--- src/rtl/ipif_cmd_master_if.sv ---
// Command/response channel plus IPIF bus bundle for ipif_cmd_master.
// master = initiator side (the design); slave = controller + register responders.
interface ipif_cmd_master_if #(
  parameter int C_S_AXI_ADDR_WIDTH = 32,
  parameter int C_S_AXI_DATA_WIDTH = 32,
  parameter int NCS                = 1,
  parameter int N_REG              = 2
);
  logic                              cmd_valid;
  logic                              cmd_ready;
  logic                              cmd_rnw;
  logic [C_S_AXI_ADDR_WIDTH-1:0]     cmd_addr;
  logic [C_S_AXI_DATA_WIDTH-1:0]     cmd_wdata;
  logic [C_S_AXI_DATA_WIDTH/8-1:0]   cmd_be;
  logic                              rsp_valid;
  logic                              rsp_ready;
  logic [C_S_AXI_DATA_WIDTH-1:0]     rsp_rdata;
  logic [1:0]                        rsp_status;
  logic                              IPIF_Bus2IP_resetn;
  logic [C_S_AXI_ADDR_WIDTH-1:0]     IPIF_Bus2IP_Addr;
  logic                              IPIF_Bus2IP_RNW;
  logic [C_S_AXI_DATA_WIDTH/8-1:0]   IPIF_Bus2IP_BE;
  logic [NCS-1:0]                    IPIF_Bus2IP_CS;
  logic [NCS*N_REG-1:0]              IPIF_Bus2IP_RdCE;
  logic [NCS*N_REG-1:0]              IPIF_Bus2IP_WrCE;
  logic [C_S_AXI_DATA_WIDTH-1:0]     IPIF_Bus2IP_Data;
  logic [C_S_AXI_DATA_WIDTH-1:0]     IPIF_IP2Bus_Data;
  logic                              IPIF_IP2Bus_WrAck;
  logic                              IPIF_IP2Bus_RdAck;
  logic                              IPIF_IP2Bus_Error;

  modport master (
    input  cmd_valid, cmd_rnw, cmd_addr, cmd_wdata, cmd_be, rsp_ready,
           IPIF_IP2Bus_Data, IPIF_IP2Bus_WrAck, IPIF_IP2Bus_RdAck, IPIF_IP2Bus_Error,
    output cmd_ready, rsp_valid, rsp_rdata, rsp_status,
           IPIF_Bus2IP_resetn, IPIF_Bus2IP_Addr, IPIF_Bus2IP_RNW, IPIF_Bus2IP_BE,
           IPIF_Bus2IP_CS, IPIF_Bus2IP_RdCE, IPIF_Bus2IP_WrCE, IPIF_Bus2IP_Data
  );

  modport slave (
    output cmd_valid, cmd_rnw, cmd_addr, cmd_wdata, cmd_be, rsp_ready,
           IPIF_IP2Bus_Data, IPIF_IP2Bus_WrAck, IPIF_IP2Bus_RdAck, IPIF_IP2Bus_Error,
    input  cmd_ready, rsp_valid, rsp_rdata, rsp_status,
           IPIF_Bus2IP_resetn, IPIF_Bus2IP_Addr, IPIF_Bus2IP_RNW, IPIF_Bus2IP_BE,
           IPIF_Bus2IP_CS, IPIF_Bus2IP_RdCE, IPIF_Bus2IP_WrCE, IPIF_Bus2IP_Data
  );
endinterface

--- src/rtl/ipif_cmd_master.sv ---
// IPIF initiator: one valid/ready register command -> one CS/CE bus cycle -> one response.
// Strobes appear the cycle after accept; response the cycle after ack/timeout; one command in flight.
module ipif_cmd_master #(
  parameter int C_S_AXI_ADDR_WIDTH = 32,
  parameter int C_S_AXI_DATA_WIDTH = 32,
  parameter int NCS                = 1,
  parameter int N_REG              = 2,
  parameter int TIMEOUT            = 255
) (
  input logic               clk,
  input logic               reset,
  ipif_cmd_master_if.master bus
);
  localparam int AW = C_S_AXI_ADDR_WIDTH;
  localparam int DW = C_S_AXI_DATA_WIDTH;
  localparam int NR = NCS * N_REG;
  localparam int CW = $clog2(TIMEOUT);

  typedef enum logic [1:0] {IDLE, ACCESS, RESP} state_t;

  state_t            state_q, state_d;
  logic              cmd_ready_q, cmd_ready_d;
  logic              rsp_valid_q, rsp_valid_d;
  logic [DW-1:0]     rsp_rdata_q, rsp_rdata_d;
  logic [1:0]        rsp_status_q, rsp_status_d;
  logic              resetn_q, resetn_d;
  logic [AW-1:0]     addr_q, addr_d;
  logic              rnw_q, rnw_d;
  logic [DW/8-1:0]   be_q, be_d;
  logic [DW-1:0]     data_q, data_d;
  logic [NCS-1:0]    cs_q, cs_d;
  logic [NR-1:0]     rdce_q, rdce_d;
  logic [NR-1:0]     wrce_q, wrce_d;
  logic [CW-1:0]     tmo_q, tmo_d;

  logic [AW-1:0]     reg_idx;
  logic [NCS-1:0]    cs_hot;
  logic [NR-1:0]     ce_hot;
  logic              ack;

  always_comb begin
    reg_idx = bus.cmd_addr >> 2;
    for (int j = 0; j < NCS; j++)
      cs_hot[j] = (reg_idx >= AW'(j * N_REG)) && (reg_idx < AW'((j + 1) * N_REG));
    for (int i = 0; i < NR; i++)
      ce_hot[i] = (reg_idx == AW'(i));
  end

  // Only the ack matching the latched direction terminates the access.
  assign ack = rnw_q ? bus.IPIF_IP2Bus_RdAck : bus.IPIF_IP2Bus_WrAck;

  always_comb begin
    state_d      = state_q;
    rsp_valid_d  = rsp_valid_q;
    rsp_rdata_d  = rsp_rdata_q;
    rsp_status_d = rsp_status_q;
    resetn_d     = 1'b1;
    addr_d       = addr_q;
    rnw_d        = rnw_q;
    be_d         = be_q;
    data_d       = data_q;
    cs_d         = cs_q;
    rdce_d       = rdce_q;
    wrce_d       = wrce_q;
    tmo_d        = tmo_q;

    case (state_q)
      IDLE: begin
        if (bus.cmd_valid && cmd_ready_q) begin
          addr_d = bus.cmd_addr;
          rnw_d  = bus.cmd_rnw;
          be_d   = bus.cmd_be;
          data_d = bus.cmd_wdata;
          tmo_d  = '0;
          if (reg_idx >= AW'(NR)) begin
            state_d      = RESP;
            rsp_valid_d  = 1'b1;
            rsp_rdata_d  = '0;
            rsp_status_d = 2'b11;
          end else begin
            state_d = ACCESS;
            cs_d    = cs_hot;
            rdce_d  = bus.cmd_rnw ? ce_hot : '0;
            wrce_d  = bus.cmd_rnw ? '0 : ce_hot;
          end
        end
      end
      ACCESS: begin
        if (ack) begin
          state_d      = RESP;
          cs_d         = '0;
          rdce_d       = '0;
          wrce_d       = '0;
          rsp_valid_d  = 1'b1;
          rsp_rdata_d  = rnw_q ? bus.IPIF_IP2Bus_Data : '0;
          rsp_status_d = bus.IPIF_IP2Bus_Error ? 2'b01 : 2'b00;
        end else if (tmo_q == CW'(TIMEOUT - 1)) begin
          state_d      = RESP;
          cs_d         = '0;
          rdce_d       = '0;
          wrce_d       = '0;
          rsp_valid_d  = 1'b1;
          rsp_rdata_d  = '0;
          rsp_status_d = 2'b10;
        end else begin
          tmo_d = tmo_q + CW'(1);
        end
      end
      RESP: begin
        if (bus.rsp_ready) begin
          state_d     = IDLE;
          rsp_valid_d = 1'b0;
        end
      end
      default: state_d = IDLE;
    endcase

    cmd_ready_d = (state_d == IDLE);
  end

  always_ff @(posedge clk or posedge reset) begin
    if (reset) begin
      state_q      <= IDLE;
      cmd_ready_q  <= 1'b0;
      rsp_valid_q  <= 1'b0;
      rsp_rdata_q  <= '0;
      rsp_status_q <= '0;
      resetn_q     <= 1'b0;
      addr_q       <= '0;
      rnw_q        <= 1'b0;
      be_q         <= '0;
      data_q       <= '0;
      cs_q         <= '0;
      rdce_q       <= '0;
      wrce_q       <= '0;
      tmo_q        <= '0;
    end else begin
      state_q      <= state_d;
      cmd_ready_q  <= cmd_ready_d;
      rsp_valid_q  <= rsp_valid_d;
      rsp_rdata_q  <= rsp_rdata_d;
      rsp_status_q <= rsp_status_d;
      resetn_q     <= resetn_d;
      addr_q       <= addr_d;
      rnw_q        <= rnw_d;
      be_q         <= be_d;
      data_q       <= data_d;
      cs_q         <= cs_d;
      rdce_q       <= rdce_d;
      wrce_q       <= wrce_d;
      tmo_q        <= tmo_d;
    end
  end

  assign bus.cmd_ready          = cmd_ready_q;
  assign bus.rsp_valid          = rsp_valid_q;
  assign bus.rsp_rdata          = rsp_rdata_q;
  assign bus.rsp_status         = rsp_status_q;
  assign bus.IPIF_Bus2IP_resetn = resetn_q;
  assign bus.IPIF_Bus2IP_Addr   = addr_q;
  assign bus.IPIF_Bus2IP_RNW    = rnw_q;
  assign bus.IPIF_Bus2IP_BE     = be_q;
  assign bus.IPIF_Bus2IP_Data   = data_q;
  assign bus.IPIF_Bus2IP_CS     = cs_q;
  assign bus.IPIF_Bus2IP_RdCE   = rdce_q;
  assign bus.IPIF_Bus2IP_WrCE   = wrce_q;
endmodule
--- src/flat_wrapper.sv ---
// flat-port wrapper written by rule: the top's interface ports become plain ports
module ipif_cmd_master_flat 
#(
  parameter int C_S_AXI_ADDR_WIDTH = 32,
  parameter int C_S_AXI_DATA_WIDTH = 32,
  parameter int NCS                = 1,
  parameter int N_REG              = 2,
  parameter int TIMEOUT            = 255
)
  (clk, reset, bus_cmd_valid, bus_cmd_rnw, bus_cmd_addr, bus_cmd_wdata, bus_cmd_be, bus_rsp_ready, bus_IPIF_IP2Bus_Data, bus_IPIF_IP2Bus_WrAck, bus_IPIF_IP2Bus_RdAck, bus_IPIF_IP2Bus_Error, bus_cmd_ready, bus_rsp_valid, bus_rsp_rdata, bus_rsp_status, bus_IPIF_Bus2IP_resetn, bus_IPIF_Bus2IP_Addr, bus_IPIF_Bus2IP_RNW, bus_IPIF_Bus2IP_BE, bus_IPIF_Bus2IP_CS, bus_IPIF_Bus2IP_RdCE, bus_IPIF_Bus2IP_WrCE, bus_IPIF_Bus2IP_Data);
  ipif_cmd_master_if #(.C_S_AXI_ADDR_WIDTH(C_S_AXI_ADDR_WIDTH), .C_S_AXI_DATA_WIDTH(C_S_AXI_DATA_WIDTH), .NCS(NCS), .N_REG(N_REG)) bus_i ();
  input logic clk;
  input logic reset;
  input wire logic [$bits(bus_i.cmd_valid)-1:0] bus_cmd_valid;
  input wire logic [$bits(bus_i.cmd_rnw)-1:0] bus_cmd_rnw;
  input wire logic [$bits(bus_i.cmd_addr)-1:0] bus_cmd_addr;
  input wire logic [$bits(bus_i.cmd_wdata)-1:0] bus_cmd_wdata;
  input wire logic [$bits(bus_i.cmd_be)-1:0] bus_cmd_be;
  input wire logic [$bits(bus_i.rsp_ready)-1:0] bus_rsp_ready;
  input wire logic [$bits(bus_i.IPIF_IP2Bus_Data)-1:0] bus_IPIF_IP2Bus_Data;
  input wire logic [$bits(bus_i.IPIF_IP2Bus_WrAck)-1:0] bus_IPIF_IP2Bus_WrAck;
  input wire logic [$bits(bus_i.IPIF_IP2Bus_RdAck)-1:0] bus_IPIF_IP2Bus_RdAck;
  input wire logic [$bits(bus_i.IPIF_IP2Bus_Error)-1:0] bus_IPIF_IP2Bus_Error;
  output wire logic [$bits(bus_i.cmd_ready)-1:0] bus_cmd_ready;
  output wire logic [$bits(bus_i.rsp_valid)-1:0] bus_rsp_valid;
  output wire logic [$bits(bus_i.rsp_rdata)-1:0] bus_rsp_rdata;
  output wire logic [$bits(bus_i.rsp_status)-1:0] bus_rsp_status;
  output wire logic [$bits(bus_i.IPIF_Bus2IP_resetn)-1:0] bus_IPIF_Bus2IP_resetn;
  output wire logic [$bits(bus_i.IPIF_Bus2IP_Addr)-1:0] bus_IPIF_Bus2IP_Addr;
  output wire logic [$bits(bus_i.IPIF_Bus2IP_RNW)-1:0] bus_IPIF_Bus2IP_RNW;
  output wire logic [$bits(bus_i.IPIF_Bus2IP_BE)-1:0] bus_IPIF_Bus2IP_BE;
  output wire logic [$bits(bus_i.IPIF_Bus2IP_CS)-1:0] bus_IPIF_Bus2IP_CS;
  output wire logic [$bits(bus_i.IPIF_Bus2IP_RdCE)-1:0] bus_IPIF_Bus2IP_RdCE;
  output wire logic [$bits(bus_i.IPIF_Bus2IP_WrCE)-1:0] bus_IPIF_Bus2IP_WrCE;
  output wire logic [$bits(bus_i.IPIF_Bus2IP_Data)-1:0] bus_IPIF_Bus2IP_Data;
  assign bus_i.cmd_valid = bus_cmd_valid;
  assign bus_i.cmd_rnw = bus_cmd_rnw;
  assign bus_i.cmd_addr = bus_cmd_addr;
  assign bus_i.cmd_wdata = bus_cmd_wdata;
  assign bus_i.cmd_be = bus_cmd_be;
  assign bus_i.rsp_ready = bus_rsp_ready;
  assign bus_i.IPIF_IP2Bus_Data = bus_IPIF_IP2Bus_Data;
  assign bus_i.IPIF_IP2Bus_WrAck = bus_IPIF_IP2Bus_WrAck;
  assign bus_i.IPIF_IP2Bus_RdAck = bus_IPIF_IP2Bus_RdAck;
  assign bus_i.IPIF_IP2Bus_Error = bus_IPIF_IP2Bus_Error;
  assign bus_cmd_ready = bus_i.cmd_ready;
  assign bus_rsp_valid = bus_i.rsp_valid;
  assign bus_rsp_rdata = bus_i.rsp_rdata;
  assign bus_rsp_status = bus_i.rsp_status;
  assign bus_IPIF_Bus2IP_resetn = bus_i.IPIF_Bus2IP_resetn;
  assign bus_IPIF_Bus2IP_Addr = bus_i.IPIF_Bus2IP_Addr;
  assign bus_IPIF_Bus2IP_RNW = bus_i.IPIF_Bus2IP_RNW;
  assign bus_IPIF_Bus2IP_BE = bus_i.IPIF_Bus2IP_BE;
  assign bus_IPIF_Bus2IP_CS = bus_i.IPIF_Bus2IP_CS;
  assign bus_IPIF_Bus2IP_RdCE = bus_i.IPIF_Bus2IP_RdCE;
  assign bus_IPIF_Bus2IP_WrCE = bus_i.IPIF_Bus2IP_WrCE;
  assign bus_IPIF_Bus2IP_Data = bus_i.IPIF_Bus2IP_Data;
  ipif_cmd_master #(.C_S_AXI_ADDR_WIDTH(C_S_AXI_ADDR_WIDTH), .C_S_AXI_DATA_WIDTH(C_S_AXI_DATA_WIDTH), .NCS(NCS), .N_REG(N_REG), .TIMEOUT(TIMEOUT)) u_core (.clk(clk), .reset(reset), .bus(bus_i));
endmodule
--- config.mk ---
export PLATFORM = sky130hd
export DESIGN_NAME = ipif_cmd_master_flat
export DESIGN_NICKNAME = d
export VERILOG_FILES = /design/src/rtl/ipif_cmd_master_if.sv /design/src/rtl/ipif_cmd_master.sv /design/src/flat_wrapper.sv
export SDC_FILE = /design/constraint.sdc
export NUM_CORES = 1
export LEC_CHECK = 0
export BUFFER_PORTS_ARGS = -buffer_cell sky130_fd_sc_hd__buf_4
export CORE_UTILIZATION = 30
export DETAILED_ROUTE_END_ITERATION = 16
export GPL_TIMING_DRIVEN = 1
export PLACE_DENSITY = 0.61
export RECOVER_POWER = 100
export SYNTH_ARGS = -nofsm -noshare
export SYNTH_HDL_FRONTEND = slang
export SYNTH_SLANG_ARGS = --single-unit
--- constraint.sdc ---
create_clock -name clk -period 3.4 [get_ports clk]
set_input_delay 0.17 -clock clk [delete_from_list [all_inputs] [get_ports clk]]
set_output_delay 0.17 -clock clk [all_outputs]
set_load 0.01 [all_outputs]
Yosys cells after proc, flatten, opt, wreduce, memory -nomap -nowiden --
Cells that the tools add are included.
Operators by class: $add $sub $neg 1, order comparisons 3, eq/ne operators 11, mux-type cells 44, reductions and logical operators 12
Operators by type and width (count):
- 32-bit two-way mux | 5
- 32-bit one-hot mux with 2 select lines | 1
- 2-bit two-way mux | 17
- 32-bit logical NOT | 1
- 30-bit by 1-bit equality test with 1-bit output (second input constant) | 1
- 30-bit by 1-bit greater-or-equal comparator with 1-bit output (second input constant) | 1
- 30-bit by 2-bit greater-or-equal comparator with 1-bit output (second input constant) | 1
- 30-bit by 2-bit less-than comparator with 1-bit output (second input constant) | 1
- 8-bit two-way mux | 3
- 8-bit one-hot mux with 2 select lines | 1
- 2-bit one-hot mux with 2 select lines | 3
- 4-bit AND reduction | 3
- 1-bit two-way mux | 11
- 8-bit by 1-bit adder with 8-bit output (second input constant) | 1
- 8-bit equality test (second input constant) | 1
- 2-bit != test (second input constant) | 4
- 2-bit one-hot mux with 3 select lines | 1
- 5-bit AND reduction | 1
- 2-bit logical NOT | 2
- 2-bit by 1-bit != test with 1-bit output (second input constant) | 2
- 3-bit by 1-bit != test with 1-bit output (second input constant) | 1
- 1-bit one-hot mux with 3 select lines | 1
- 3-bit nonzero test | 1
- 2-bit by 1-bit equality test with 1-bit output (second input constant) | 1
- other kinds (5) | 6
Word-level totals: flip-flop bits (word level) 121, output and inout bits 111, word-level logic and storage cells 85

Longest topological paths before layout --
Gate-level depths: netlist of run 1.
depth after elaboration 5, depth in mapped cells 7, depth with buffers taken out 6

Least setup slack after synthesis of run 1 --
Ideal clock, no wire load.
path type flip-flop to flip-flop, start point register u_core.tmo_q[0], end point register u_core.rsp_rdata_q[10], in the netlist u_core.bus.rsp_rdata[10], setup time 0.122 ns, arrival time 1.536 ns, required time 3.278 ns, slack 1.743 ns, cell stages (with the launch flop) 8, period minus slack after synthesis 1.657 ns, cell sequence dfrtp_1 > inv_1 > ha_1 > nand3_1 > o21ai_1 > nand2_1 > buf_2 > a32o_1
Between the ends: cells in the longest elaborated chain, start to end 3
Ends and longest elaborated chain:
- start: declaration | RTL line ipif_cmd_master.sv:34 | logic [CW-1:0] tmo_q, tmo_d;
- start signal: assignment | RTL line ipif_cmd_master.sv:151 | tmo_q <= tmo_d;
- 8-bit equality test | RTL line ipif_cmd_master.sv:97 | end else if (tmo_q == CW'(TIMEOUT - 1)) begin
- 3-bit by 1-bit != test with 1-bit output (no line)
- 4-bit AND reduction (no line)
- end signal: assignment | RTL line ipif_cmd_master.sv:141 | rsp_rdata_q <= rsp_rdata_d;
- end: declaration | RTL line ipif_cmd_master.sv:24 | logic [DW-1:0] rsp_rdata_q, rsp_rdata_d;
Every way passes these cells. A chain may end at the register's enable or synchronous reset.

Worst setup path in the final report of run 1 --
start point input bus_cmd_addr[12], end point register u_core.rsp_rdata_q[0], in the netlist u_core.bus.rsp_rdata[0]
Between the ends: cells in the longest elaborated chain, start to end 3
Ends and longest elaborated chain:
- start: declaration | RTL line flat_wrapper.sv:16 | input wire logic [$bits(bus_i.cmd_addr)-1:0] bus_cmd_addr;
- 30-bit by 2-bit greater-or-equal comparator with 1-bit output | RTL line ipif_cmd_master.sv:75 | if (reg_idx >= AW'(NR)) begin
- 2-bit by 1-bit != test with 1-bit output (no line)
- 4-bit AND reduction (no line)
Every way passes these cells.

==> metrics.yaml, run 1 <==
grt:
  grt_pass1_vias: 5026
  grt_pass1_wl_mm: 24.7
  grt_antenna_before_repair: 0
  grt_overflow_total: 0
  track_usage: 0.193
  grt_max_degree: 63
cts:
  clock-sinks: 121
  htreeDepth: 4
  tritoncts: "yes"
  cts-root-buf: "clkbuf_16"
  numCtsBuffers: 17
  clk_latency_ps: 420
  clockBufferDepth: 2
  clkTransAtPathRegs_ps: 60
  cts_resized: 0
routing:
  wire_per_inst_um: 15.3
  drc: 0
  dr.first_iter.drc_count: 178
  firstDrtPassIters: 4
  vias: 4888
  vias_per_cell: 4.75
  antenna_left: 0
  routed_wl_mm: 15.7
die:
  coreArea_um2: 15900
  initial_core_util: 0.306
  rows: 46
  ioPinCount: 219
  die_area_um2: 16700
  dieHeight_um: 129
  die_w_um: 129
placed_design:
  dp.cells: 895
  port_buffers: 218
  gp_congestion: 0.803
  placed_area_um2: 6720
  dp_hpwl_mm: 9.95
cells_and_area:
  stdcell_area_um2: 7920
  area.growth.synth_to_final_pct: 62.8
  fill_cells: 1551
  area.sequential_um2: 3030
  diodes: 0
  multi_input_area_um2: 1710
  layout_common_cells: "nand2_1, dfrtp_1, clkbuf_1"
  drive_above_1_share: 0.182
  final_cell_count_no_fill: 1028
  final_nets: 909
  final_common_cell: "nand2_1"
yosys:
  yosys_warnings: 0
  ys_ff_latch: 121
  syn_inst: 486
  seq_area_frac_synth: 0.622
  syn_avg_cell_area_um2: 10.0
  synth_area_um2: 4870
  synth_cell_types: 40
  synthesis.nets: 596
sta:
  slew_headroom: -0.0336
  rsz0062_at_grt: "false"
  tns_ps: 0
  worstMarginPinSlew_ps: 1550
  final_hold_viol_count: 0
  fmax_ghz: 0.383
  period_share: 0.768
  report.final.setup_viol: 0
  fin_crit_ps: 2610
  fin_worst_skew_ps: 8.60
  finalMaxSlewViolations: 63
  hold_slack_ps: 48.7
power:
  switchingPower_mw: 1.93
  cellPowerDensity_nw_per_um2: 709
  leakage_nw: 3.80
  total_power_mw: 5.61
  switching_share: 0.344
  peakVddDrop_v: 0.000404
  p_comb_frac: 0.279
  power_frac_seq: 0.377
  clkPwrFrac: 0.343
  internal-power_mw: 3.68
run:
  max_cap_viol_count: 1
critical_path:
  crit_path_max_fanout: 35
  cp.arrival_ps: 2960
  criticalPathCategory: "primary input to flip-flop"
  rr_worst_depth: 4
  critPathCaptureType: "flip-flop"
  cp-start-kind: "primary input"
  worstPathRequired_ps: 3740
hold_path:
  whs_path_depth: 3
  hp-class: "primary input to flip-flop"
run_status:
  outcome: "finished with violations"
  violations: "max-capacitance violations, max-slew violations"
power groups by stage:
| stage | clock [mW] | combinational, mW | sequential, mW |
|---|---|---|---|
| after floorplan | 0 | 0.648 | 2.30 |
| after global placement | 0 | 1.78 | 2.13 |
| after detailed placement | 0 | 1.83 | 2.14 |
| after CTS | 1.97 | 1.92 | 2.13 |
| after global routing | 2.04 | 1.76 | 2.17 |
| final | 1.93 | 1.57 | 2.12 |
registers in the layout (all words and copies together), names as in the netlist, 2 cells and up:
register	flops
u_core.bus.IPIF_Bus2IP_Addr	32
u_core.bus.IPIF_Bus2IP_Data	32
u_core.bus.rsp_rdata	32
u_core.tmo_q	8
u_core.bus.IPIF_Bus2IP_BE	4
u_core.bus.IPIF_Bus2IP_RdCE	2
u_core.bus.IPIF_Bus2IP_WrCE	2
u_core.bus.rsp_status	2
u_core.state_q	2
worst max-delay path, stage by stage:
cell and delay (ps):
dlygate4sd3_1 550, buf_4 140, nor4_1 340, nand4_1 530
o21ai_0 320, clkbuf_2 600, a32o_1 280
synthesized netlist by cell type:
| library cell | n | area share |
|---|---|---|
| a211oi_1 | 1 | 0.0015 |
| a21oi_1 | 4 | 0.0041 |
| a22oi_1 | 1 | 0.0015 |
| a32o_1 | 32 | 0.066 |
| and3_1 | 1 | 0.0013 |
| buf_1 | 2 | 0.0015 |
| buf_2 | 15 | 0.015 |
| buf_4 | 1 | 0.0015 |
| clkbuf_1 | 12 | 0.0093 |
| conb_1 | 1 | 0.00077 |
| dfrtp_1 | 121 | 0.62 |
| ha_1 | 2 | 0.0051 |
| inv_1 | 4 | 0.0031 |
| mux2i_1 | 1 | 0.0021 |
| mux2i_2 | 1 | 0.0028 |
| nand2_1 | 217 | 0.17 |
| nand2b_1 | 2 | 0.0026 |
| nand3_1 | 11 | 0.011 |
| nand4_1 | 2 | 0.0026 |
| nand4_2 | 1 | 0.0026 |
| nand4bb_1 | 1 | 0.0023 |
| nor2_1 | 8 | 0.0062 |
| nor2b_1 | 1 | 0.0013 |
| nor3_1 | 2 | 0.0021 |
| nor4_1 | 6 | 0.0077 |
| nor4bb_1 | 1 | 0.0021 |
| o2111ai_1 | 1 | 0.0018 |
| o211ai_1 | 14 | 0.022 |
| o211ai_2 | 1 | 0.0026 |
| o21a_1 | 1 | 0.0015 |
| o21ai_0 | 5 | 0.0051 |
| o21ai_1 | 1 | 0.0010 |
| o21ai_2 | 1 | 0.0018 |
| o21bai_1 | 1 | 0.0015 |
| o311ai_0 | 1 | 0.0018 |
| o31ai_1 | 3 | 0.0046 |
| o41ai_1 | 1 | 0.0018 |
| or3_1 | 1 | 0.0013 |
| or4_1 | 2 | 0.0031 |
| or4b_1 | 2 | 0.0041 |
routing by layer:
layer,global-route usage,share of wire,vias to the layer above
met1,0.213,0.41,2355
met2,0.335,0.49,214
met4,0.0768,0.018,0
met5,0,0,-
li1,-,-,2292
met3,0.0760,0.086,27
final cells by class:
class                      instances  share of cell area
inverter                           4             0.00221
sequential                       121               0.382
tap                              216              0.0341
clock buffer                      18              0.0555
multi-input combinational        331               0.216
timing repair buffer             324               0.285
clock inverter                    14              0.0250
through the flow:
step / utilization / setup slack (ps)
finish: 0.499 / 788
global route: 0.499 / 447
floorplan: - / 15.8
CTS: 0.527 / 1000
global placement: 0.423 / 1110
detailed placement: 0.423 / 1020
worst paths after layout:
check / start / to / slack, ps
worst max-delay path: bus_cmd_addr[12] / u_core.bus.rsp_rdata[0] / 790
worst min-delay path: bus_IPIF_IP2Bus_Error / u_core.bus.rsp_status[0] / 50
worst max register to register: u_core.state_q[1] / u_core.bus.IPIF_Bus2IP_RdCE[0] / 940
worst min register to register: u_core.bus.IPIF_Bus2IP_Data[5] / u_core.bus.IPIF_Bus2IP_Data[5] / 470
max in group asynchronous: reset / u_core.bus.IPIF_Bus2IP_Addr[23] / 920
min in group asynchronous: reset / u_core.bus.rsp_rdata[8] / 490
what timing repair did:
action | CTS | global route
endpoints found under the hold margin | 159 | 0
hold buffers | 101 | 0
buffers inserted | 0 | 0
logic make-up after synthesis:
family / share of synthesized area
fa+ha+maj: 0.00514
flops: 0.622
simple gates: 0.218
mux: 0.00488
compound gates: 0.118
buf+inv: 0.0309
other cells: 0.000771
Note: power is estimated with default switching activity, not from simulation.
==> inputs of run 2 (changes only) <==
clock period = 2.4 ns   (was 3.4 ns; I/O delays follow)
==> run 2 against run 1 <==
Net effect: the flow now finishes without violations; register-to-register slack lost 640 ps; via count shrank 0.96%; utilization shrank 0.13 points; clock power grew 26%; sequential share of layout area grew 0.10 points; largest power group unchanged; highest routed layer unchanged.
==> metrics.yaml, run 2 (synthesis results as in run 1) <==
run_status:
  outcome: "complete, no violations"
die:
  die_area_um2: 16700  # unchanged
  coreArea_um2: 15900  # unchanged
  rows: 46  # unchanged
  ioPinCount: 219  # unchanged
  initial_core_util: 0.306  # unchanged
  dieHeight_um: 129  # unchanged
  die_w_um: 129  # unchanged
power:
  peakVddDrop_v: 0.000463  # +14%
  cellPowerDensity_nw_per_um2: 964  # +36%
  leakage_nw: 3.80  # about the same
cts:
  cts-root-buf: "clkbuf_16"
  cts_resized: 0  # unchanged
  numCtsBuffers: 17  # unchanged
  clock-sinks: 121  # unchanged
  htreeDepth: 4  # unchanged
  tritoncts: "yes"
  clkTransAtPathRegs_ps: 60  # about the same
  clk_latency_ps: 410  # about the same
  clockBufferDepth: 2  # unchanged
grt:
  grt_overflow_total: 0  # unchanged
  grt_antenna_before_repair: 0  # unchanged
  grt_pass1_wl_mm: 24.3  # -1.8%
  track_usage: 0.187  # -0.00664
  grt_max_degree: 122  # +94%
  grt_pass1_vias: 5034  # +0.16%
critical_path:
  slowest_stage: "clkbuf_1"
  worstPathRequired_ps: 2750  # -990 ps
  crit_path_max_fanout: 20  # -43%
  cp.arrival_ps: 2450  # -510 ps
  criticalPathCategory: "flip-flop to flip-flop"
  path_cells: "nor4bb_2 > clkbuf_1 > nand2_1 > nand2_1"
  critPathCaptureType: "flip-flop"
  path_common_cell: "nand2_1"
  path_buf_inv: 1  # -2
  critical_path_depth: 4  # -3
  rr_worst_depth: 4  # unchanged
  critPathTopFamily: "simple AND/OR/NAND/NOR gates"
  max_stage_delay_ps: 760  # +160 ps
  cp-start-kind: "flip-flop"
cells_and_area:
  diodes: 0  # unchanged
  layout_common_cells: "nand2_1, dfrtp_1, clkbuf_1"
  stdcell_area_um2: 7900  # -0.27%
  final_nets: 916  # +0.77%
  final_common_cell: "nand2_1"
  drive_above_1_share: 0.187  # +0.00455
  area.growth.synth_to_final_pct: 62.3
placed_design:
  port_buffers: 218  # unchanged
  placed_area_um2: 6760  # +0.58%
  pre_cts_ws_ps: 490  # -526 ps
  dp_hpwl_mm: 9.58  # -3.8%
  gp_congestion: 0.791  # -1.5%
sta:
  fmax_ghz: 0.476
  fin_worst_skew_ps: 9.94  # +1.35 ps
  rsz0062_at_grt: "false"
  finalMaxSlewViolations: 0  # -100%
  report.final.setup_viol: 0  # unchanged
  worstMarginPinSlew_ps: 946  # -604 ps
  slew_headroom: 0.369  # +0.403
  tns_ps: 0  # unchanged
  final_hold_viol_count: 0  # unchanged
  setup_slack_ps: 300  # -488 ps
  period_share: 0.875
  fin_crit_ps: 2100
hold_path:
  whs_path_depth: 4  # +1
  hp-class: "primary input to flip-flop"
routing:
  vias: 4841  # -0.96%
  firstDrtPassIters: 4  # unchanged
  antenna_left: 0  # unchanged
  routed_wl_mm: 15.5  # -1.6%
  vias_per_cell: 4.68  # -1.6%
  wire_per_inst_um: 14.9  # -2.3%
  drc: 0  # unchanged
  dr.first_iter.drc_count: 193  # +8.4%
run:
  max_cap_viol_count: 0  # -1
-- run 2: cell count changes in the layout (fill, tap and decap cells not counted), sizes merged --
cell / before / now
inv: 5 / 10
bufinv: 4 / 1
buf: 107 / 111
clkinv: 7 / 5
clkinvlp: 2 / 3
dlygate4sd3: 101 / 103
-- run 2: repair_timing --
item,CTS,global route
hold endpoints to repair,223,0
hold buffers,103,0
buffers inserted,0,0
-- run 2: worst paths after layout --
| path | startpoint | end | slack, ps |
|---|---|---|---|
| worst min-delay path | bus_cmd_valid | u_core.bus.cmd_ready | 50 |
| worst max register to register | u_core.state_q[0] | u_core.bus.IPIF_Bus2IP_Addr[4] | 300 |
| worst min register to register | u_core.bus.IPIF_Bus2IP_Addr[13] | u_core.bus.IPIF_Bus2IP_Addr[13] | 470 |
| max in group asynchronous | reset | u_core.tmo_q[1] | 1400 |
| min in group asynchronous | reset | u_core.bus.IPIF_Bus2IP_Data[17] | 490 |
| worst max-delay path | u_core.state_q[0] | u_core.bus.IPIF_Bus2IP_Addr[4] | 300 |
-- run 2: worst min-delay path: cells and delay by family --
kind	cells	cell delay, ps
AOI/OAI and AO/OA	1	80
buffers and inverters	1	90
and+or+nand+nor	2	110
-- run 2: routing by layer --
metal | up-vias | wire, um | global-route usage
li1 | 2299 | - | -
met1 | 2332 | 6460 | 0.221
met2 | 193 | 7530 | 0.317
met3 | 17 | 1290 | 0.0644
met4 | 0 | 180 | 0.0630
met5 | - | 0 | 0
-- run 2: power by group --
group | switching (mW) | internal (mW)
registers | 0.355 | 2.63
clock network | 0.994 | 1.44
logic | 1.39 | 0.800
-- run 2: cell type report --
cell class                      count  area, um^2
Inverter                            4        16.3
Fill cell                        1544        7990
Clock buffer                       17         425
Multi-Input combinational cell    331        1690
Tap cell                          216         270
Clock inverter                     15         139
Sequential cell                   121        3030
Timing Repair Buffer              331        2330
-- run 2: per-stage QoR --
step	total power [mW]	utilization	instances	hold WS, ps
3_5_place_dp	5.60	0.426	900	314
5_1_grt	8.14	0.497	1035	58.3
4_1_cts	8.21	0.526	1035	24.0
2_1_floorplan	4.17	-	486	225
3_3_place_gp	5.52	0.426	900	309
6_report	7.61	0.497	1035	45.7
==> inputs of run 3 (changes only) <==
PLACE_DENSITY = default   (was 0.61)
==> run 3 against run 2 <==
Net effect: total power up 0.28%; critical path depth up 4; count of clock-buffer cells in the layout up 1; combinational power about the same; register-to-register slack better by 80 ps; die area unchanged; clock skew up 1.9 ps.
==> metrics.yaml, run 3 (synthesis results as in run 1) <==
cells_and_area:
  final_nets: 915  # -0.11%
  fin_util: 0.497  # about the same
  multi_input_area_um2: 1700  # +0.22%
  final_common_cell: "nand2_1"
  area.growth.synth_to_final_pct: 62.4  # about the same
  diodes: 0  # unchanged
  final_cell_count_no_fill: 1034  # -0.097%
  layout_common_cells: "nand2_1, dfrtp_1, clkbuf_1"
  fill_cells: 1517  # -1.7%
  drive_above_1_share: 0.185  # -0.00222
  stdcell_area_um2: 7900  # about the same
  area.sequential_um2: 3030  # unchanged
cts:
  tritoncts: "yes"
  htreeDepth: 4  # unchanged
  clockBufferDepth: 2  # unchanged
  numCtsBuffers: 17  # unchanged
  clkTransAtPathRegs_ps: 60  # about the same
  clock-sinks: 121  # unchanged
  cts_resized: 0  # unchanged
  clk_latency_ps: 420  # about the same
  postCtsSetupBuffers: 0  # unchanged
  cts-root-buf: "clkbuf_16"
critical_path:
  path_cells: "dlygate4sd3_1 > clkbuf_4 > nor4_1 > nand4_1 > clkbuf_1 > o21ai_2 > buf_4 > a32o_1"
  worstPathRequired_ps: 2750  # about the same
  crit_path_max_fanout: 35  # +75%
  critPathTopFamily: "buffers and inverters"
  max_stage_delay_ps: 550  # -210 ps
  cp.arrival_ps: 2460  # about the same
  slowest_stage: "dlygate4sd3_1"
  worstReg2RegStart: "u_core.state_q[0]"
  critPathCaptureType: "flip-flop"
  criticalPathCategory: "primary input to flip-flop"
  path_buf_inv: 4  # +3
  r2r_setup_slack_ps: 380  # +80 ps
  cp-start-kind: "primary input"
  rr_worst_depth: 4  # unchanged
  r2r-end: "u_core.tmo_q[7]"
grt:
  grt_antenna_before_repair: 0  # unchanged
  grt_pass1_wl_mm: 24.5  # +0.96%
  grt_pass1_vias: 4954  # -1.6%
  track_usage: 0.193  # +0.00603
  grt_overflow_total: 0  # unchanged
  grt_max_degree: 122  # unchanged
die:
  rows: 46  # unchanged
  die_w_um: 129  # unchanged
  coreArea_um2: 15900  # unchanged
  dieHeight_um: 129  # unchanged
  initial_core_util: 0.306  # unchanged
  ioPinCount: 219  # unchanged
  die_area_um2: 16700  # unchanged
run_status:
  outcome: "complete, no violations"
routing:
  wire_per_inst_um: 15.1  # +1.2%
  vias_per_cell: 4.69  # +0.20%
  dr.first_iter.drc_count: 179  # -7.3%
  firstDrtPassIters: 5  # +1
  vias: 4846  # +0.10%
  antenna_left: 0  # unchanged
  routed_wl_mm: 15.6  # +1.1%
  drc: 0  # unchanged
power:
  leakage_nw: 3.79  # -0.26%
  cellPowerDensity_nw_per_um2: 966  # +0.26%
  total_power_mw: 7.63  # +0.28%
  peakVddDrop_v: 0.000503  # +8.6%
sta:
  fmax_ghz: 0.475  # -0.20%
  period_share: 0.877  # +0.00177
  report.final.setup_viol: 0  # unchanged
  slew_headroom: 0.498  # +0.129
  final_hold_viol_count: 0  # unchanged
  fin_worst_skew_ps: 11.8  # +1.86 ps
  worstMarginPinSlew_ps: 753  # -194 ps
  hold_slack_ps: 26.7  # -19.0 ps
  rsz0062_at_grt: "false"
  fin_crit_ps: 2100  # +4.24 ps
  finalMaxSlewViolations: 0  # unchanged
  tns_ps: 0  # unchanged
  setup_slack_ps: 296  # -4.24 ps
placed_design:
  gp_congestion: 0.761  # -3.8%
  placed_area_um2: 6770  # about the same
  pre_cts_ws_ps: 502  # +12.4 ps
  port_buffers: 218  # unchanged
  dp.cells: 899  # -0.11%
  dp_hpwl_mm: 9.51  # -0.74%
hold_path:
  hp-class: "primary input to flip-flop"
  hold_start: "bus_rsp_ready"
  holdPathEnd: "u_core.bus.cmd_ready"
  whs_path_depth: 3  # -1
run:
  max_cap_viol_count: 0  # unchanged
-- run 3: area by class of cell --
class                   instances  area share
flip-flops and latches        121       0.383
repair buffers                330       0.294
clock buffers                  18      0.0556
well taps                     216      0.0342
multi-input cells             331       0.215
inverters                       4     0.00238
clock inverters                14      0.0158
-- run 3: timing repair --
item	in CTS	in global routing
hold buffers	103	0
setup endpoints to repair	0	0
hold endpoints to repair	224	0
-- run 3: where the power goes --
group	switching (mW)	internal (mW)	leakage (nW)	total, mW
clock	0.964	1.45	0.272	2.42
sequential	0.364	2.64	1.56	3.00
combinational	1.41	0.810	1.95	2.22
-- run 3: per-layer routing --
metal,global-route usage,vias to the layer above,share of wire
li1,-,2299,-
met3,0.0562,15,0.080
met4,0.0810,0,0.016
met5,0,-,0
met2,0.330,200,0.49
met1,0.225,2332,0.41
-- run 3: worst max-delay path by stage --
stage,end,depth (start not counted),from
after detailed placement,u_core.tmo_q[7],4,u_core.state_q[0]
after global placement,u_core.bus.rsp_rdata[1],7,bus_cmd_addr[12]
after floorplan,u_core.bus.rsp_rdata[10],7,u_core.tmo_q[0]
after global routing,u_core.bus.rsp_rdata[31],8,bus_cmd_addr[13]
final,u_core.bus.rsp_rdata[4],8,bus_cmd_addr[13]
after CTS,u_core.bus.rsp_rdata[31],8,bus_cmd_addr[12]
-- run 3: worst reg2reg max path, cell delays in order, from the launching register on --
cell and delay (ps):
dfrtp_1 510, nor2b_1 400, o211ai_1 380, o311ai_0 440, o41ai_1 150
